## config.mk

```make
export PLATFORM = sky130hd
export DESIGN_NAME = eeprom_arbiter_flat
export DESIGN_NICKNAME = d
export VERILOG_FILES = /design/src/rtl/eeprom_arb_if.sv /design/src/rtl/eeprom_arbiter.sv /design/src/flat_wrapper.sv
export SDC_FILE = /design/constraint.sdc
export NUM_CORES = 1
export LEC_CHECK = 0
export CAP_MARGIN = 20
export CORE_MARGIN = 1.5
export CORE_UTILIZATION = 37
export CTS_BUF_LIST = sky130_fd_sc_hd__clkbuf_8
export CTS_CLUSTER_SIZE = 25
export DETAILED_ROUTE_END_ITERATION = 16
export PLACE_DENSITY = 0.76
export SETUP_SLACK_MARGIN = 0.1
export SYNTH_ARGS = -nofsm -noshare
export SYNTH_HDL_FRONTEND = slang
export SYNTH_SLANG_ARGS = --single-unit
export TNS_END_PERCENT = 5
```

## constraint.sdc

```tcl
create_clock -name clk -period 3.5 [get_ports clk]
set_clock_uncertainty 0.2 [all_clocks]
set_input_delay 0.7 -clock clk [delete_from_list [all_inputs] [get_ports clk]]
set_output_delay 0.7 -clock clk [all_outputs]
set_load 0.01 [all_outputs]
```

## src/rtl/eeprom_arb_if.sv

```systemverilog
// eeprom_arb_if: requester-side and EEPROM-master-side read bus of the EEPROM arbiter.
// The slave modport is the arbiter's view; master is the environment's view.
interface eeprom_arb_if #(
    parameter int NUM_REQ = 3,
    parameter int ADDR_W = 11
);
    logic [NUM_REQ-1:0] req_valid;
    logic [NUM_REQ*ADDR_W-1:0] req_addr;
    logic [NUM_REQ-1:0] req_ready;
    logic [NUM_REQ-1:0] rsp_valid;
    logic [7:0] rsp_data;
    logic rsp_error;
    logic [ADDR_W-1:0] eep_addr;
    logic eep_read;
    logic [7:0] eep_data;
    logic eep_data_ready;
    modport slave (
        input  req_valid, req_addr, eep_data, eep_data_ready,
        output req_ready, rsp_valid, rsp_data, rsp_error, eep_addr, eep_read
    );
    modport master (
        output req_valid, req_addr, eep_data, eep_data_ready,
        input  req_ready, rsp_valid, rsp_data, rsp_error, eep_addr, eep_read
    );
endinterface

```

## src/rtl/eeprom_arbiter.sv

```systemverilog
// eeprom_arbiter: round-robin arbiter serialising reads from NUM_REQ requesters onto one EEPROM port.
// Define EEPROM_ARB_TIMEOUT_EN to compile in the WAIT-state watchdog that aborts hung reads.
module eeprom_arbiter #(
    parameter int NUM_REQ = 3,
    parameter int ADDR_W = 11,
    parameter int TIMEOUT_CYCLES = 160000
) (
    input  logic clk,
    input  logic reset_n,
    eeprom_arb_if.slave bus,
    output logic busy_o
);
    localparam int GW = $clog2(NUM_REQ);
    typedef enum logic [1:0] {IDLE, WAIT, RESP} state_t;
    state_t state_q, state_d;
    logic [GW-1:0] grant_q, grant_d, last_q, last_d, pick;
    logic [ADDR_W-1:0] addr_q, addr_d;
    logic [7:0] data_q, data_d;
    logic err_q, err_d, read_q, read_d, found, tmo;
    logic [NUM_REQ-1:0] ready_q, ready_d;
    // Search upward from the requester after the last grant, wrapping modulo NUM_REQ.
    always_comb begin
        found = 1'b0;
        pick = last_q;
        for (int k = 1; k <= NUM_REQ; k++) begin
            if (!found && bus.req_valid[(int'(last_q) + k) % NUM_REQ]) begin
                found = 1'b1;
                pick = GW'((int'(last_q) + k) % NUM_REQ);
            end
        end
    end
`ifdef EEPROM_ARB_TIMEOUT_EN
    localparam int CW = $clog2(TIMEOUT_CYCLES + 1);
    logic [CW-1:0] cnt_q, cnt_d;
    assign cnt_d = state_q == WAIT ? cnt_q + 1'b1 : '0;
    assign tmo = cnt_q == CW'(TIMEOUT_CYCLES - 1);
    always_ff @(posedge clk) begin
        if (!reset_n) cnt_q <= '0;
        else cnt_q <= cnt_d;
    end
`else
    // Watchdog compiled out: WAIT leaves only on eep_data_ready.
    assign tmo = TIMEOUT_CYCLES < 0;
`endif
    always_comb begin
        state_d = state_q;
        grant_d = grant_q;
        last_d = last_q;
        addr_d = addr_q;
        data_d = data_q;
        err_d = err_q;
        ready_d = '0;
        read_d = 1'b0;
        case (state_q)
            IDLE: if (found) begin
                state_d = WAIT;
                grant_d = pick;
                last_d = pick;
                addr_d = bus.req_addr[int'(pick)*ADDR_W +: ADDR_W];
                ready_d = NUM_REQ'(1) << pick;
                read_d = 1'b1;
            end
            WAIT: if (bus.eep_data_ready) begin
                state_d = RESP;
                data_d = bus.eep_data;
                err_d = 1'b0;
            end else if (tmo) begin
                state_d = RESP;
                data_d = 8'hFF;
                err_d = 1'b1;
            end
            default: state_d = IDLE;
        endcase
    end
    always_ff @(posedge clk) begin
        if (!reset_n) begin
            state_q <= IDLE;
            grant_q <= '0;
            last_q <= GW'(NUM_REQ - 1);
            addr_q <= '0;
            data_q <= '0;
            err_q <= 1'b0;
            ready_q <= '0;
            read_q <= 1'b0;
        end else begin
            state_q <= state_d;
            grant_q <= grant_d;
            last_q <= last_d;
            addr_q <= addr_d;
            data_q <= data_d;
            err_q <= err_d;
            ready_q <= ready_d;
            read_q <= read_d;
        end
    end
    assign bus.req_ready = ready_q;
    assign bus.rsp_valid = state_q == RESP ? NUM_REQ'(1) << grant_q : '0;
    assign bus.rsp_data = data_q;
    assign bus.rsp_error = err_q;
    assign bus.eep_addr = addr_q;
    assign bus.eep_read = read_q;
    assign busy_o = state_q != IDLE;
endmodule

```

## src/flat_wrapper.sv

```systemverilog
// flat-port wrapper written by rule: the top's interface ports become plain ports
module eeprom_arbiter_flat 
#(
    parameter int NUM_REQ = 3,
    parameter int ADDR_W = 11,
    parameter int TIMEOUT_CYCLES = 160000
)
  (clk, reset_n, busy_o, bus_req_valid, bus_req_addr, bus_eep_data, bus_eep_data_ready, bus_req_ready, bus_rsp_valid, bus_rsp_data, bus_rsp_error, bus_eep_addr, bus_eep_read);
  eeprom_arb_if #(.NUM_REQ(NUM_REQ), .ADDR_W(ADDR_W)) bus_i ();
  input  logic clk;
  input  logic reset_n;
  output logic busy_o;
  input wire logic [$bits(bus_i.req_valid)-1:0] bus_req_valid;
  input wire logic [$bits(bus_i.req_addr)-1:0] bus_req_addr;
  input wire logic [$bits(bus_i.eep_data)-1:0] bus_eep_data;
  input wire logic [$bits(bus_i.eep_data_ready)-1:0] bus_eep_data_ready;
  output wire logic [$bits(bus_i.req_ready)-1:0] bus_req_ready;
  output wire logic [$bits(bus_i.rsp_valid)-1:0] bus_rsp_valid;
  output wire logic [$bits(bus_i.rsp_data)-1:0] bus_rsp_data;
  output wire logic [$bits(bus_i.rsp_error)-1:0] bus_rsp_error;
  output wire logic [$bits(bus_i.eep_addr)-1:0] bus_eep_addr;
  output wire logic [$bits(bus_i.eep_read)-1:0] bus_eep_read;
  assign bus_i.req_valid = bus_req_valid;
  assign bus_i.req_addr = bus_req_addr;
  assign bus_i.eep_data = bus_eep_data;
  assign bus_i.eep_data_ready = bus_eep_data_ready;
  assign bus_req_ready = bus_i.req_ready;
  assign bus_rsp_valid = bus_i.rsp_valid;
  assign bus_rsp_data = bus_i.rsp_data;
  assign bus_rsp_error = bus_i.rsp_error;
  assign bus_eep_addr = bus_i.eep_addr;
  assign bus_eep_read = bus_i.eep_read;
  eeprom_arbiter #(.NUM_REQ(NUM_REQ), .ADDR_W(ADDR_W), .TIMEOUT_CYCLES(TIMEOUT_CYCLES)) u_core (.clk(clk), .reset_n(reset_n), .bus(bus_i), .busy_o(busy_o));
endmodule
```

; After elaboration in Yosys (flattened, before gate mapping)
; Index checks and enable logic that the tools add are counted.
; W data, S select, Z words.
[totals]
regBits = 29
latch_bits = 0
mem_bits_rw = 0
romBits = 0
inputBits = 47
out_inout_bits = 28
wordCells = 55
n_memories = 0
[op_classes]
add_sub_neg = 3
n_mul = 1
div_mod_pow = 3
n_lt_le_gt_ge = 3
n_eq_ne = 4
shifts = 3
n_mux = 20
bitwise_logic = 0
reduce_logical = 11
[op_table]
columns = op, count
row1 = $lt A32 B4 Y1 const B, 3
row2 = $mod A32 B3 Y32 const B, 3
row3 = $shiftx A33 B32 Y11, 1
row4 = $mux W1, 10
row5 = $mux W2, 5
row6 = $reduce_and A2 Y1, 4
row7 = $add A2 B2 Y3 const B, 2
row8 = $bmux W1 S2, 3
row9 = $mul A2 B4 Y6 const B, 1
row10 = $shl A1 B2 Y3 const A, 2
row11 = $pmux W2 S2, 1
row12 = $add A2 B1 Y3 const B, 1
row13 = $mux W3, 1
row14 = $reduce_and A3 Y1, 1
row15 = $eq A2 B1 Y1 const B, 1
row16 = $eq A2 B2 Y1 const B, 1
row17 = $logic_and A1 B1 Y1, 2
row18 = $logic_not A1 Y1, 2
row19 = $logic_not A2 Y1, 1
row20 = $ne A2 B1 Y1 const B, 1
row21 = $ne A2 B2 Y1 const B, 1
row22 = $reduce_bool A2 Y1, 1

; Longest topological paths before layout
[logic_depth]
ltp_word = 14
mapped_depth = 11
mapped_depth_nobuf = 9

; Least setup slack after synthesis
; OpenSTA, ideal clock, no wires.
[synth_path]
path_type = reg-to-reg
from = reg u_core.last_q[0]
to = reg u_core.addr_q[10], in the netlist u_core.bus.eep_addr[10]
setup_time_ns = 0.122
arrival_time_ns = 2.469
required_ns = 3.178
slack_ns = 0.710
stages_incl_launch_ff = 10
n_path_buf = 1
period_less_slack_ns = 2.790
path_cell_list = dfxtp_1 ha_1 mux2_4 mux2_4 or3_4 nand3_4 inv_2 buf_6 a32o_1 a221o_1
[synth_between]
elab_chain_cells = 14
word_cells_on_any_way = 28
classes_between = 3 x add/sub / 1 x mul / 3 x div / 1 x shift / 15 x mux / 5 x reduce/logical
[synth_rtl]
columns = item, line_no
row1 = start: declaration, eeprom_arbiter.sv:16  ; logic [GW-1:0] grant_q, grant_d, last_q, last_d, pick;
row2 = start signal: assignment, eeprom_arbiter.sv:79  ; last_q <= GW'(NUM_REQ - 1);
row3 = start signal: assignment, eeprom_arbiter.sv:88  ; last_q <= last_d;
row4 = $add A2 B1 Y3, "eeprom_arbiter.sv:26, eeprom_arbiter.sv:28"
row5 = $mod A32 B3 Y32, "eeprom_arbiter.sv:26, eeprom_arbiter.sv:28"
row6 = $bmux W1 S2, eeprom_arbiter.sv:26  ; if (!found && bus.req_valid[(int'(last_q) + k) % NUM_REQ]) begin
row7 = $mux W1 (not written as such) (2 in a row), eeprom_arbiter.sv:26
row8 = $mux W1, eeprom_arbiter.sv:26
row9 = $logic_not A1 Y1, eeprom_arbiter.sv:26
row10 = $logic_and A1 B1 Y1, eeprom_arbiter.sv:26
row11 = $mux W1, eeprom_arbiter.sv:26
row12 = $logic_not A1 Y1, eeprom_arbiter.sv:26
row13 = $logic_and A1 B1 Y1, eeprom_arbiter.sv:26
row14 = $mux W2, eeprom_arbiter.sv:26
row15 = $mul A2 B4 Y6, eeprom_arbiter.sv:59  ; addr_d = bus.req_addr[int'(pick)*ADDR_W +: ADDR_W];
row16 = $shiftx A33 B32 Y11, eeprom_arbiter.sv:59
row17 = end signal: assignment, eeprom_arbiter.sv:89  ; addr_q <= addr_d;
row18 = end: declaration, eeprom_arbiter.sv:17  ; logic [ADDR_W-1:0] addr_q, addr_d;
; Several ways; a longest one is shown, not always the timed one. The select of a mux whose other input is x is not followed.
; A chain may end at the register's enable or synchronous reset.

; Final worst setup path
[layout_path]
from = in bus_req_valid[0]
to = reg u_core.addr_q[4], in the netlist u_core.bus.eep_addr[4]
[layout_between]
elab_chain_cells = 12
word_cells_on_any_way = 22
classes_between = 1 x mul / 1 x shift / 15 x mux / 5 x reduce/logical
[layout_rtl]
columns = item, line_no
row1 = start: declaration, flat_wrapper.sv:13  ; input wire logic [$bits(bus_i.req_valid)-1:0] bus_req_valid;
row2 = $bmux W1 S2, eeprom_arbiter.sv:26
row3 = $mux W1 (not written as such) (2 in a row), eeprom_arbiter.sv:26
row4 = $mux W1, eeprom_arbiter.sv:26
row5 = $logic_not A1 Y1, eeprom_arbiter.sv:26
row6 = $logic_and A1 B1 Y1, eeprom_arbiter.sv:26
row7 = $mux W1, eeprom_arbiter.sv:26
row8 = $logic_not A1 Y1, eeprom_arbiter.sv:26
row9 = $logic_and A1 B1 Y1, eeprom_arbiter.sv:26
row10 = $mux W2, eeprom_arbiter.sv:26
row11 = $mul A2 B4 Y6, eeprom_arbiter.sv:59
row12 = $shiftx A33 B32 Y11, eeprom_arbiter.sv:59
; Several ways; a longest one is shown, not always the timed one. The select of a mux whose other input is x is not followed.

==> run_summary.xml <==
<?xml version="1.0" encoding="UTF-8"?>
<metrics>
  <group name="layout">
    <metric name="layout-area-overhead-vs-synth" unit="%">58.6</metric>
    <metric name="layout_cell_share_with_drive_strength_beyond_1" unit="%">10.2</metric>
    <metric name="nets" unit="">267</metric>
    <metric name="diodes" unit="">0</metric>
    <metric name="final_cell_count_no_fill" unit="">263</metric>
  </group>
  <group name="detailed_routing">
    <metric name="dr.pass1.iters" unit="">4</metric>
    <metric name="wirelength" unit="µm">4020</metric>
    <metric name="drt.antenna.violating_nets" unit="">0</metric>
    <metric name="detail_route.drc_violations" unit="">0</metric>
    <metric name="drt_first_iter_violations" unit="">68</metric>
    <metric name="via_count" unit="">1399</metric>
    <metric name="route.detailed.vias_per_inst" unit="">5.32</metric>
    <metric name="wl_per_cell" unit="µm">15.3</metric>
  </group>
  <group name="synth">
    <metric name="synth_seq_cells" unit="">28</metric>
    <metric name="synthFlopType" unit="">sky130_fd_sc_hd__dfxtp_1</metric>
    <metric name="netlist_area" unit="mm²">0.00142</metric>
    <metric name="synth.distinct_cells" unit="">41</metric>
    <metric name="synth.net_count" unit="">192</metric>
    <metric name="synth-seq-area-share" unit="%">39.6</metric>
    <metric name="yosysWarningCount" unit="">0</metric>
    <metric name="syn_area_per_cell" unit="µm²">10.0</metric>
    <metric name="synth-edff-count" unit="">0</metric>
    <metric name="asyncSetResetFlopFracSynth" unit="%">0</metric>
    <metric name="netlist_instances" unit="">141</metric>
  </group>
  <group name="clock_network">
    <metric name="post_cts.repair.setup_buffers" unit="">0</metric>
    <metric name="clk_root_buffer_cell" unit="">sky130_fd_sc_hd__clkbuf_8</metric>
    <metric name="sink_count_of_the_clock_tree" unit="">28</metric>
    <metric name="cts_resized" unit="">0</metric>
    <metric name="clock_path_buffers" unit="">2</metric>
    <metric name="htree_levels" unit="">1</metric>
    <metric name="clock_insertion_delay_worst_skew" unit="ns">0.28</metric>
    <metric name="holdBufCountCts" unit="">0</metric>
    <metric name="cts.clk_slew.worst_paths" unit="ns">0.09</metric>
    <metric name="number_of_cts_inserted_buffers" unit="">3</metric>
    <metric name="tritoncts_clock_tree" unit="">yes</metric>
  </group>
  <group name="critical_path">
    <metric name="timing.critical_path.mode_cell" unit="">sky130_fd_sc_hd__mux2_4</metric>
    <metric name="kind_of_critical_path" unit="">in -&gt; reg</metric>
    <metric name="category_of_cells_accounting_for_the_largest_share_of_critical_path_delay" unit="">compound AO/OA/AOI/OAI gates</metric>
    <metric name="setup.worst_path.end" unit="">u_core.bus.eep_addr[4]$_SDFFE_PN0P_</metric>
    <metric name="critical_path.reg2reg.endpoint" unit="">u_core.bus.eep_addr[4]$_SDFFE_PN0P_</metric>
    <metric name="critical_path.reg2reg.startpoint" unit="">u_core.last_q[0]$_SDFFE_PN0P_</metric>
    <metric name="critPathMaxStageDelay" unit="ns">0.47</metric>
    <metric name="depth_of_the_critical_timing_path_with_buffers_and_inverters_included" unit="">8</metric>
    <metric name="worst-endpoint-required" unit="ns">3.48</metric>
    <metric name="critical_path.startpoint" unit="">bus_req_valid[0]</metric>
    <metric name="timing.critical_path.from_type" unit="">input port</metric>
    <metric name="critPathSlowestCell" unit="">sky130_fd_sc_hd__clkdlybuf4s50_1</metric>
    <metric name="rr_worst_depth" unit="">8</metric>
    <metric name="r2r_slack" unit="ns">0.50</metric>
    <metric name="cp_num_buf_inv" unit="">2</metric>
    <metric name="timing.critical_path.to_type" unit="">flop</metric>
    <metric name="critPathMaxFanout" unit="">10</metric>
    <metric name="timing.critical_path.cells" unit="">clkdlybuf4s50_1 -&gt; mux2_4 -&gt; mux2_4 -&gt; a221o_2 -&gt; a32o_1 -&gt; nor3b_2 -&gt; buf_4 -&gt; a221o_1</metric>
    <metric name="arrival" unit="ns">3.02</metric>
  </group>
  <group name="status">
    <metric name="outcome" unit="">finished clean</metric>
  </group>
  <group name="placed_design">
    <metric name="place_hpwl" unit="µm">3150</metric>
    <metric name="place.detailed.instances" unit="">259</metric>
    <metric name="routabilityCongestion" unit="">1.02</metric>
    <metric name="io_buffers" unit="">73</metric>
  </group>
  <group name="floorplanning">
    <metric name="effective_utilization_at_floorplan" unit="%">38.7</metric>
    <metric name="floorplan.die.height" unit="µm">64.8</metric>
    <metric name="top_level_ports" unit="">75</metric>
    <metric name="area_of_the_core" unit="mm²">0.00366</metric>
    <metric name="floorplan.rows" unit="">22</metric>
    <metric name="die_area" unit="mm²">0.00420</metric>
    <metric name="die_width" unit="µm">64.8</metric>
  </group>
  <group name="global_routing">
    <metric name="overflow" unit="">0</metric>
    <metric name="global_route_wire_length_before_repair" unit="µm">6620</metric>
    <metric name="first_global_vias" unit="">1434</metric>
    <metric name="antenna_found_initial" unit="">0</metric>
    <metric name="grt_max_degree" unit="">16</metric>
    <metric name="grt_util_all_layers" unit="%">20.0</metric>
  </group>
  <group name="power">
    <metric name="static-leakage-power" unit="nW">0.918</metric>
    <metric name="fin_total_pwr" unit="W">0.00143</metric>
    <metric name="p_per_area" unit="mW/mm²">639</metric>
    <metric name="irDropWorstVdd" unit="V">0.000321</metric>
  </group>
  <group name="timing">
    <metric name="maxSlewHeadroom" unit="%">64.7</metric>
    <metric name="period_share" unit="%">86.8</metric>
    <metric name="fmax" unit="GHz">0.329</metric>
    <metric name="slew_at_the_pin_with_the_worst_max_slew_slack" unit="ns">0.528</metric>
    <metric name="hold_viol" unit="">0</metric>
    <metric name="final.min_clock_period" unit="ns">3.04</metric>
    <metric name="setup-violations-final" unit="">0</metric>
    <metric name="rsz0062_at_grt" unit="">false</metric>
    <metric name="timing_max_transition_violations_final" unit="">0</metric>
    <metric name="final.setup.tns" unit="ns">0</metric>
  </group>
  <group name="job">
    <metric name="maxCapViolCount" unit="">0</metric>
  </group>
  <group name="hold_path">
    <metric name="worst_hold_path_type" unit="">reg -&gt; reg</metric>
  </group>
</metrics>
==> cell usage in the layout (no fill, tap or decap), types with 2 or more instances in the layout <==
cell type	n
sky130_fd_sc_hd__nand2b_1	2
sky130_fd_sc_hd__nand2_1	7
sky130_fd_sc_hd__o21ai_0	3
sky130_fd_sc_hd__a221o_1	10
sky130_fd_sc_hd__clkdlybuf4s50_1	73
sky130_fd_sc_hd__inv_1	7
sky130_fd_sc_hd__ha_1	4
sky130_fd_sc_hd__mux2_2	3
sky130_fd_sc_hd__clkbuf_8	4
sky130_fd_sc_hd__nand3b_1	2
sky130_fd_sc_hd__nor3_1	3
sky130_fd_sc_hd__a32o_1	12
sky130_fd_sc_hd__nor2_1	14
sky130_fd_sc_hd__mux2_4	2
sky130_fd_sc_hd__dfxtp_1	28
sky130_fd_sc_hd__a21oi_1	3
sky130_fd_sc_hd__buf_4	5
sky130_fd_sc_hd__mux2i_1	10
sky130_fd_sc_hd__o21a_1	2
==> how the worst min path moves through the flow <==
stage / from / to / slack (ns) / cells past startpoint
2_1_floorplan: u_core.grant_q[1]$_SDFFE_PN0P_ / u_core.grant_q[1]$_SDFFE_PN0P_ / 0.25 / 2
3_3_place_gp: u_core.state_q[1]$_SDFFE_PN0P_ / u_core.state_q[0]$_SDFFE_PN0P_ / 0.26 / 1
3_5_place_dp: u_core.bus.eep_addr[0]$_SDFFE_PN0P_ / u_core.bus.eep_addr[0]$_SDFFE_PN0P_ / 0.28 / 1
4_1_cts: u_core.state_q[1]$_SDFFE_PN0P_ / u_core.state_q[0]$_SDFFE_PN0P_ / 0.29 / 1
5_1_grt: u_core.grant_q[1]$_SDFFE_PN0P_ / u_core.grant_q[1]$_SDFFE_PN0P_ / 0.31 / 2
6_report: u_core.state_q[1]$_SDFFE_PN0P_ / u_core.state_q[0]$_SDFFE_PN0P_ / 0.29 / 1
==> state kept, by name, indices dropped and copies added, names as in the netlist <==
name	cells
u_core.bus.eep_read	1
u_core.bus.req_ready	3
u_core.bus.eep_addr	11
u_core.grant_q	1
u_core.state_q	2
u_core.last_q	2
u_core.bus.rsp_data	8
==> metrics by stage <==
step                      setup WS, ns  cell area, µm²  hold WS [ns]  utilization, %
after floorplan                  0.710            1420         0.245               -
after global placement           0.253            2190         0.260            59.8
after detailed placement         0.175            2190         0.275            59.8
after CTS                        0.475            2240         0.292            61.3
after global routing             0.396            2240         0.312            61.3
final                            0.460            2240         0.289            61.3
==> layer usage <==
layer  routed length [µm]  track usage (%)
met2                 2020             35.6
met1                 1700             23.6
met5                    0                0
met4                   53             6.91
met3                  241             3.99
==> report_power, final <==
group | internal, W | total [W] | leakage (nW) | switching, W
combinational | 0.000409 | 0.000780 | 0.659 | 0.000371
sequential | 0.000402 | 0.000452 | 0.230 | 0.0000505
clock | 0.000101 | 0.000202 | 0.0288 | 0.000101
total | 0.000912 | 0.00143 | 0.918 | 0.000523
==> cells in the mapped netlist, drive strengths merged (2+ instances only) <==
| cell type | instances | area [µm²] |
|---|---|---|
| dfxtp | 28 | 561 |
| nor2 | 14 | 52.6 |
| a32o | 12 | 120 |
| a221o | 11 | 111 |
| mux2i | 10 | 100 |
| inv | 8 | 30.0 |
| nand2 | 7 | 26.3 |
| buf | 6 | 46.3 |
| mux2 | 5 | 63.8 |
| ha | 4 | 50.1 |
| o21ai | 4 | 23.8 |
| a21oi | 3 | 15.0 |
| nor3 | 3 | 15.0 |
| clkbuf | 2 | 7.51 |
| nand2b | 2 | 12.5 |
| nand3 | 2 | 22.5 |
| nand3b | 2 | 15.0 |
| nor3b | 2 | 20.0 |
| o21a | 2 | 15.0 |
==> area by class of cell <==
cell class | instances | area [µm²]
flip-flops and latches | 28 | 561
inverters | 8 | 30.0
fillers | 309 | 1420
repair buffers | 78 | 768
multi-input cells | 97 | 771
clock buffers | 4 | 55.1
well taps | 48 | 60.1
==> kinds of logic after synthesis <==
kind of cell	count (synthesis)	synth area share [%]
flops	28	39.6
other cells	1	0.265
buf+inv	16	5.92
mux	15	11.6
simple gates	36	13.9
fa+ha+maj	4	3.54
compound gates	41	25.2
No activity file was read; power rests on OpenSTA's default activity.
